==> src/rtl/per_ctrl_pkg.sv <==
// Shared types and constants for the period-estimator gear-shift controller.
// Contents: state encoding, period/alpha widths, nominal period and the
// absolute-difference helper used by the stability monitor.
package per_ctrl_pkg;

    localparam int PER_W   = 12;
    localparam int ALPHA_W = 3;
    localparam logic [PER_W-1:0] PER_NOMINAL = 12'h800;

    typedef enum logic [2:0] {
        ST_IDLE     = 3'd0,
        ST_OVERRIDE = 3'd1,
        ST_ACQUIRE  = 3'd2,
        ST_TRACK    = 3'd3,
        ST_LOCKED   = 3'd4
    } state_t;

    // Unsigned |a - b| without wrap-around.
    function automatic logic [PER_W-1:0] abs_diff(input logic [PER_W-1:0] a,
                                                  input logic [PER_W-1:0] b);
        logic [PER_W-1:0] d;
        if (a >= b) begin
            d = a - b;
        end else begin
            d = b - a;
        end
        return d;
    endfunction

endpackage

==> src/rtl/per_stab_mon.sv <==
// Period stability monitor: keeps the previous accepted period and classifies
// the current eff_period step size against the lock/unlock tolerances.
// Ports:
//   clk, rst     clock, asynchronous active-high reset
//   upd          take eff_period as the new reference (accepted sample)
//   load         take load_val as the new reference (entry into acquisition)
//   load_val     reference value used with load
//   eff_period   current estimator period, 6.6 fixed point
//   stable       |delta| <= LOCK_TOL
//   unstable     LOCK_TOL < |delta| <= UNLOCK_TOL
//   unlock       |delta| > UNLOCK_TOL
module per_stab_mon
    import per_ctrl_pkg::*;
#(
    parameter logic [PER_W-1:0] LOCK_TOL   = 12'd4,
    parameter logic [PER_W-1:0] UNLOCK_TOL = 12'd16
) (
    input  logic             clk,
    input  logic             rst,
    input  logic             upd,
    input  logic             load,
    input  logic [PER_W-1:0] load_val,
    input  logic [PER_W-1:0] eff_period,
    output logic             stable,
    output logic             unstable,
    output logic             unlock
);

    logic [PER_W-1:0] prev_per_r;
    logic [PER_W-1:0] delta_s;

    // Reference period register; a load on acquisition entry wins over an update.
    always_ff @(posedge clk or posedge rst) begin
        if (rst) begin
            prev_per_r <= PER_NOMINAL;
        end else if (load) begin
            prev_per_r <= load_val;
        end else if (upd) begin
            prev_per_r <= eff_period;
        end
    end

    // Step-size classification; exactly one flag is high.
    always_comb begin
        delta_s  = abs_diff(eff_period, prev_per_r);
        stable   = (delta_s <= LOCK_TOL);
        unlock   = (delta_s > UNLOCK_TOL);
        unstable = !stable && !unlock;
    end

endmodule

==> src/rtl/per_gear_ctrl.sv <==
// Sequencing controller for the DPLL edge-period estimator: forces the nominal
// period at start-up, gear-shifts alpha from ALPHA_MIN to ALPHA_MAX as the
// period settles, and reports lock / loss of lock. All outputs registered.
// Ports:
//   clk, rst        clock, asynchronous active-high reset
//   enable          run controller; low returns it to IDLE
//   sample_vld      estimator accepted a new edge pair this cycle
//   eff_period      estimator effective period (6.6 fixed point)
//   edges_zero      no-signal indication, qualified by sample_vld
//   nominal_per     start-up period, captured on IDLE->OVERRIDE
//   alpha           averaging shift to estimator
//   per_rst_l       estimator rst_l (1 = eff_period overridden)
//   overwrite_effp  estimator override value
//   locked          high while LOCKED
//   lock_lost       one-cycle pulse on LOCKED->ACQUIRE
//   state           current state encoding (debug)
module per_gear_ctrl
    import per_ctrl_pkg::*;
#(
    parameter int                 OVR_SAMPLES  = 4,
    parameter int                 GEAR_SAMPLES = 8,
    parameter int                 LOCK_SAMPLES = 16,
    parameter logic [ALPHA_W-1:0] ALPHA_MIN    = 3'd1,
    parameter logic [ALPHA_W-1:0] ALPHA_MAX    = 3'd5,
    parameter logic [PER_W-1:0]   LOCK_TOL     = 12'd4,
    parameter logic [PER_W-1:0]   UNLOCK_TOL   = 12'd16
) (
    input  logic               clk,
    input  logic               rst,
    input  logic               enable,
    input  logic               sample_vld,
    input  logic [PER_W-1:0]   eff_period,
    input  logic               edges_zero,
    input  logic [PER_W-1:0]   nominal_per,
    output logic [ALPHA_W-1:0] alpha,
    output logic               per_rst_l,
    output logic [PER_W-1:0]   overwrite_effp,
    output logic               locked,
    output logic               lock_lost,
    output logic [2:0]         state
);

    localparam int CNT_MAX = (GEAR_SAMPLES > LOCK_SAMPLES) ? GEAR_SAMPLES : LOCK_SAMPLES;
    localparam int CNT_W   = $clog2(CNT_MAX + 1);
    localparam int OVR_W   = $clog2(OVR_SAMPLES + 1);

    state_t           state_r;
    logic [PER_W-1:0] nominal_q_r;
    logic [OVR_W-1:0] samp_cnt_r;
    logic [CNT_W-1:0] stable_cnt_r;

    logic [OVR_W-1:0] samp_inc_s;
    logic [CNT_W-1:0] stab_inc_s;
    logic             ovr_done_s;
    logic             mon_upd_s;
    logic             mon_load_s;
    logic             stable_s;
    logic             unstable_s;
    logic             unlock_s;

    // Saturating next-count values and stability-monitor control strobes.
    always_comb begin
        samp_inc_s = (samp_cnt_r == OVR_W'(OVR_SAMPLES)) ? samp_cnt_r : samp_cnt_r + OVR_W'(1);
        stab_inc_s = (stable_cnt_r == CNT_W'(CNT_MAX)) ? stable_cnt_r : stable_cnt_r + CNT_W'(1);
        ovr_done_s = (samp_inc_s >= OVR_W'(OVR_SAMPLES));
        mon_upd_s  = sample_vld && (state_r != ST_IDLE) && (state_r != ST_OVERRIDE);
        mon_load_s = enable && sample_vld && (state_r == ST_OVERRIDE) && ovr_done_s;
    end

    per_stab_mon #(
        .LOCK_TOL   (LOCK_TOL),
        .UNLOCK_TOL (UNLOCK_TOL)
    ) u_stab_mon (
        .clk        (clk),
        .rst        (rst),
        .upd        (mon_upd_s),
        .load       (mon_load_s),
        .load_val   (nominal_q_r),
        .eff_period (eff_period),
        .stable     (stable_s),
        .unstable   (unstable_s),
        .unlock     (unlock_s)
    );

    // Controller FSM with registered outputs; enable and no-signal take priority.
    always_ff @(posedge clk or posedge rst) begin
        if (rst) begin
            state_r        <= ST_IDLE;
            alpha          <= ALPHA_MIN;
            per_rst_l      <= 1'b1;
            overwrite_effp <= PER_NOMINAL;
            nominal_q_r    <= PER_NOMINAL;
            locked         <= 1'b0;
            lock_lost      <= 1'b0;
            samp_cnt_r     <= '0;
            stable_cnt_r   <= '0;
        end else begin
            lock_lost <= 1'b0;
            if (!enable) begin
                state_r      <= ST_IDLE;
                per_rst_l    <= 1'b1;
                alpha        <= ALPHA_MIN;
                locked       <= 1'b0;
                samp_cnt_r   <= '0;
                stable_cnt_r <= '0;
            end else begin
                case (state_r)
                    ST_IDLE: begin
                        state_r        <= ST_OVERRIDE;
                        nominal_q_r    <= nominal_per;
                        overwrite_effp <= nominal_per;
                        per_rst_l      <= 1'b1;
                        alpha          <= ALPHA_MIN;
                    end
                    ST_OVERRIDE: begin
                        if (sample_vld) begin
                            if (ovr_done_s) begin
                                state_r    <= ST_ACQUIRE;
                                per_rst_l  <= 1'b0;
                                samp_cnt_r <= '0;
                            end else begin
                                samp_cnt_r <= samp_inc_s;
                            end
                        end
                    end
                    ST_ACQUIRE, ST_TRACK, ST_LOCKED: begin
                        if (sample_vld) begin
                            if (edges_zero) begin
                                // Signal vanished: re-force the nominal period.
                                state_r      <= ST_OVERRIDE;
                                per_rst_l    <= 1'b1;
                                alpha        <= ALPHA_MIN;
                                locked       <= 1'b0;
                                samp_cnt_r   <= '0;
                                stable_cnt_r <= '0;
                            end else if (unlock_s) begin
                                state_r      <= ST_ACQUIRE;
                                alpha        <= ALPHA_MIN;
                                locked       <= 1'b0;
                                lock_lost    <= (state_r == ST_LOCKED);
                                stable_cnt_r <= '0;
                            end else if (state_r == ST_LOCKED) begin
                                stable_cnt_r <= '0;
                            end else if (unstable_s) begin
                                stable_cnt_r <= '0;
                            end else if ((alpha < ALPHA_MAX) && (stab_inc_s >= CNT_W'(GEAR_SAMPLES))) begin
                                state_r      <= ST_TRACK;
                                alpha        <= alpha + 3'd1;
                                stable_cnt_r <= '0;
                            end else if ((alpha == ALPHA_MAX) && (stab_inc_s >= CNT_W'(LOCK_SAMPLES))) begin
                                state_r      <= ST_LOCKED;
                                locked       <= 1'b1;
                                stable_cnt_r <= '0;
                            end else begin
                                stable_cnt_r <= stab_inc_s;
                            end
                        end
                    end
                    default: begin
                        state_r      <= ST_IDLE;
                        per_rst_l    <= 1'b1;
                        alpha        <= ALPHA_MIN;
                        locked       <= 1'b0;
                        samp_cnt_r   <= '0;
                        stable_cnt_r <= '0;
                    end
                endcase
            end
        end
    end

    assign state = state_r;

endmodule
==> config.mk <==
export PLATFORM = sky130hd
export DESIGN_NAME = per_gear_ctrl
export DESIGN_NICKNAME = d
export VERILOG_FILES = /design/src/rtl/per_ctrl_pkg.sv /design/src/rtl/per_stab_mon.sv /design/src/rtl/per_gear_ctrl.sv
export SDC_FILE = /design/constraint.sdc
export NUM_CORES = 1
export LEC_CHECK = 0
export ABC_AREA = 1
export BUFFER_PORTS_ARGS = -buffer_cell sky130_fd_sc_hd__buf_2
export CAP_MARGIN = 20
export CORE_ASPECT_RATIO = 0.8
export CORE_UTILIZATION = 40
export CTS_BUF_LIST = sky130_fd_sc_hd__clkbuf_4 sky130_fd_sc_hd__clkbuf_8 sky130_fd_sc_hd__clkbuf_16
export DETAILED_ROUTE_END_ITERATION = 10
export PLACE_DENSITY = 0.7
export SLEW_MARGIN = 20
export SYNTH_ARGS = -nofsm -noshare
export SYNTH_HDL_FRONTEND = slang
export SYNTH_HIERARCHICAL = 1
export SYNTH_SLANG_ARGS = --single-unit
==> constraint.sdc <==
create_clock -name clk -period 3.5 [get_ports clk]
set_input_delay 0.175 -clock clk [delete_from_list [all_inputs] [get_ports clk]]
set_output_delay 0.175 -clock clk [all_outputs]
set_load 0.02 [all_outputs]
==> flow_summary.toml <==
[worst_setup_path]
critPathCaptureType = "flip-flop"
cp_max_fo = 10
ff2ff_path_depth = 22
worst-endpoint-arrival_ns = 3.15
crit_path_required_time_ns = 3.68
timing.setup.critical_path_class = "flip-flop to flip-flop"
setup.worst_path.start_class = "flip-flop"

[grt]
number_of_global_route_vias_before_repair = 3488
largest_net_degree_at_the_start_of_global_routing = 30
grt_util_all_layers_pct = 21.17
global_route_overflow = 0
grt_antenna_before_repair = 0
grt_pass1_wl_mm = 15.92

[timing]
finalSetupViolations = 0
final_critical_delay_including_setup_and_external_delays_ns = 2.977
max_freq_ghz = 0.3359
slew_viol_final = 0
slew-limit-headroom_pct = 58.83
setup-tns-final_ns = 0
worst_pin_slew_ns = 0.6167
post_route_fraction_of_the_period_consumed_by_the_critical_path_pct = 85.06
rsz0062_at_grt = "no"
finClkSkew_ns = 0.003563
finalHoldViolCount = 0

[job]
cap_viol_max_count = 0

[clock_network]
ctsHoldBuffers = 1
cts_tree = "yes"
clock_tree.buffer_depth = 2
ctsRootBufferMaster = "sky130_fd_sc_hd__clkbuf_16"
numCtsBuffers = 5
clock_transition_at_path_regs_ns = 0.06
h-tree-depth = 2
post_cts_resized = 0
clk-insertion-delay-late_ns = 0.28
cts_setup_buffers = 0
numClockSinks = 41

[outcome]
run_status = "complete, no violations"

[drt]
dr.pass1.iters = 6
drc_errors = 0
wire_per_inst_um = 12.26
drt_iter0_markers = 310
antenna_left = 0
routed_via_density = 5.001
routed-via-count = 3716
totalWireLength_mm = 9.111

[yosys]
post_synthesis_area_per_instance_um2 = 6.325
cell_count_after_synthesis = 577
mappedNetlistNets = 635
syn_area_mm2 = 0.003650
synth_warnings = 6

[pwr]
power_density_mw_per_mm2 = 818.4
power_mw = 3.419
peak_supply_drop_mv = 0.4687
leakage_nw = 2.448

[die]
io_pins = 50
floorplan.die_area_mm2 = 0.009512
rows = 30
die_height_um = 87.44
core_area_mm2 = 0.008671
die-width_um = 108.8
initial_utilization_pct = 42.09

[finish]
diodes_inserted = 0
syn2layout_area_growth_pct = 14.47
design.final.nets = 688
drive_above_1_share_pct = 14.26

[placement]
io_buffers = 49
gp_congestion = 0.9533
dp_hpwl_mm = 7.464

[hold_path]
path_type_of_the_worst_min_delay_path = "input port to flip-flop"
number_of_instances_on_the_worst_hold_path = 3
## flip-flops by register name (all words and copies together), names as in the netlist
| name | count |
|---|---|
| samp_cnt_r | 3 |
| per_rst_l | 1 |
| stable_cnt_r | 5 |
| locked | 1 |
| u_stab_mon/prev_per_r | 12 |
| state | 3 |
| alpha | 3 |
| lock_lost | 1 |
| nominal_q_r | 12 |
## cells in the final DEF (no fill, tap or decap), types with 9 or more instances in the layout
cell type                  instances
sky130_fd_sc_hd__dfrtp_1          37
sky130_fd_sc_hd__ha_1             29
sky130_fd_sc_hd__nand3_1          41
sky130_fd_sc_hd__nand2_1         230
sky130_fd_sc_hd__buf_2            49
sky130_fd_sc_hd__inv_1           102
sky130_fd_sc_hd__a21oi_1          13
sky130_fd_sc_hd__o221ai_1         11
sky130_fd_sc_hd__nor2_1           39
sky130_fd_sc_hd__nand4_1           9
## cell type report
class                   count  area, um2
clock buffers               5      125.1
clock inverters             3      17.52
fillers                   831       4493
inverters                 106      402.9
multi-input cells         424       2191
flip-flops and latches     41       1031
well taps                 112      140.1
repair buffers             52      270.3
## routing by layer
metal	share of wire, %	track usage (%)	vias up
met1	49	30.39	1689
met5	0	0	-
li1	-	-	1894
met2	43	32.97	122
met3	6.3	3.366	11
met4	1.1	5.283	0
## power breakdown
group          internal [mW]  total [mW]  switching [mW]
registers              0.655       0.782           0.127
logic                  0.743        2.18            1.44
clock network          0.262       0.455           0.194
## through the flow
step           util [%]  cell area [um2]  hold slack (ns)  cells  setup slack, ns
2_1_floorplan         -             3650          0.03898    577           0.8139
3_3_place_gp      46.42             4025           0.2262    734           0.6351
3_5_place_dp      46.42             4025           0.2345    734           0.5550
4_1_cts           48.18             4178          0.07564    743           0.5307
5_1_grt           48.18             4178          0.09045    743           0.1656
6_report          48.18             4178          0.07948    743           0.5228
## final timing paths
path / slack (ns) / to / startpoint
min: 0.08 / nominal_q_r[11]$_DFFE_PP1P_ / nominal_per[11]
min in group asynchronous: 0.48 / u_stab_mon/prev_per_r[0]$_DFFE_PP0P_ / rst
max reg2reg: 0.52 / state[0]$_DFFE_PP0P_ / u_stab_mon/prev_per_r[11]$_DFFE_PP1P_
max: 0.52 / state[0]$_DFFE_PP0P_ / u_stab_mon/prev_per_r[11]$_DFFE_PP1P_
min reg2reg: 0.49 / nominal_q_r[11]$_DFFE_PP1P_ / nominal_q_r[11]$_DFFE_PP1P_
max in group asynchronous: 2.57 / stable_cnt_r[3]$_DFFE_PP0P_ / rst
## worst max-delay path, cell delays in order (launching register included)
cell and delay [ns]:
sky130_fd_sc_hd__dfstp_2 0.52, sky130_fd_sc_hd__inv_1 0.05, sky130_fd_sc_hd__ha_1 0.33, sky130_fd_sc_hd__nand2_1 0.15, sky130_fd_sc_hd__inv_1 0.05, sky130_fd_sc_hd__nand2_1 0.06, sky130_fd_sc_hd__nand2_1 0.07, sky130_fd_sc_hd__a21oi_4 0.23
sky130_fd_sc_hd__nand2_8 0.12, sky130_fd_sc_hd__nand2_1 0.12, sky130_fd_sc_hd__nand3_1 0.09, sky130_fd_sc_hd__nor2_1 0.09, sky130_fd_sc_hd__nand3_1 0.07, sky130_fd_sc_hd__nand2_1 0.06, sky130_fd_sc_hd__nand2_1 0.08, sky130_fd_sc_hd__inv_1 0.15
sky130_fd_sc_hd__nand2_1 0.11, sky130_fd_sc_hd__nor2_4 0.17, sky130_fd_sc_hd__nand3_2 0.12, sky130_fd_sc_hd__nand2_4 0.10, sky130_fd_sc_hd__nor2_2 0.04, sky130_fd_sc_hd__nand2_1 0.06, sky130_fd_sc_hd__nand2_1 0.05
Note: power is estimated with default switching activity, not from simulation.
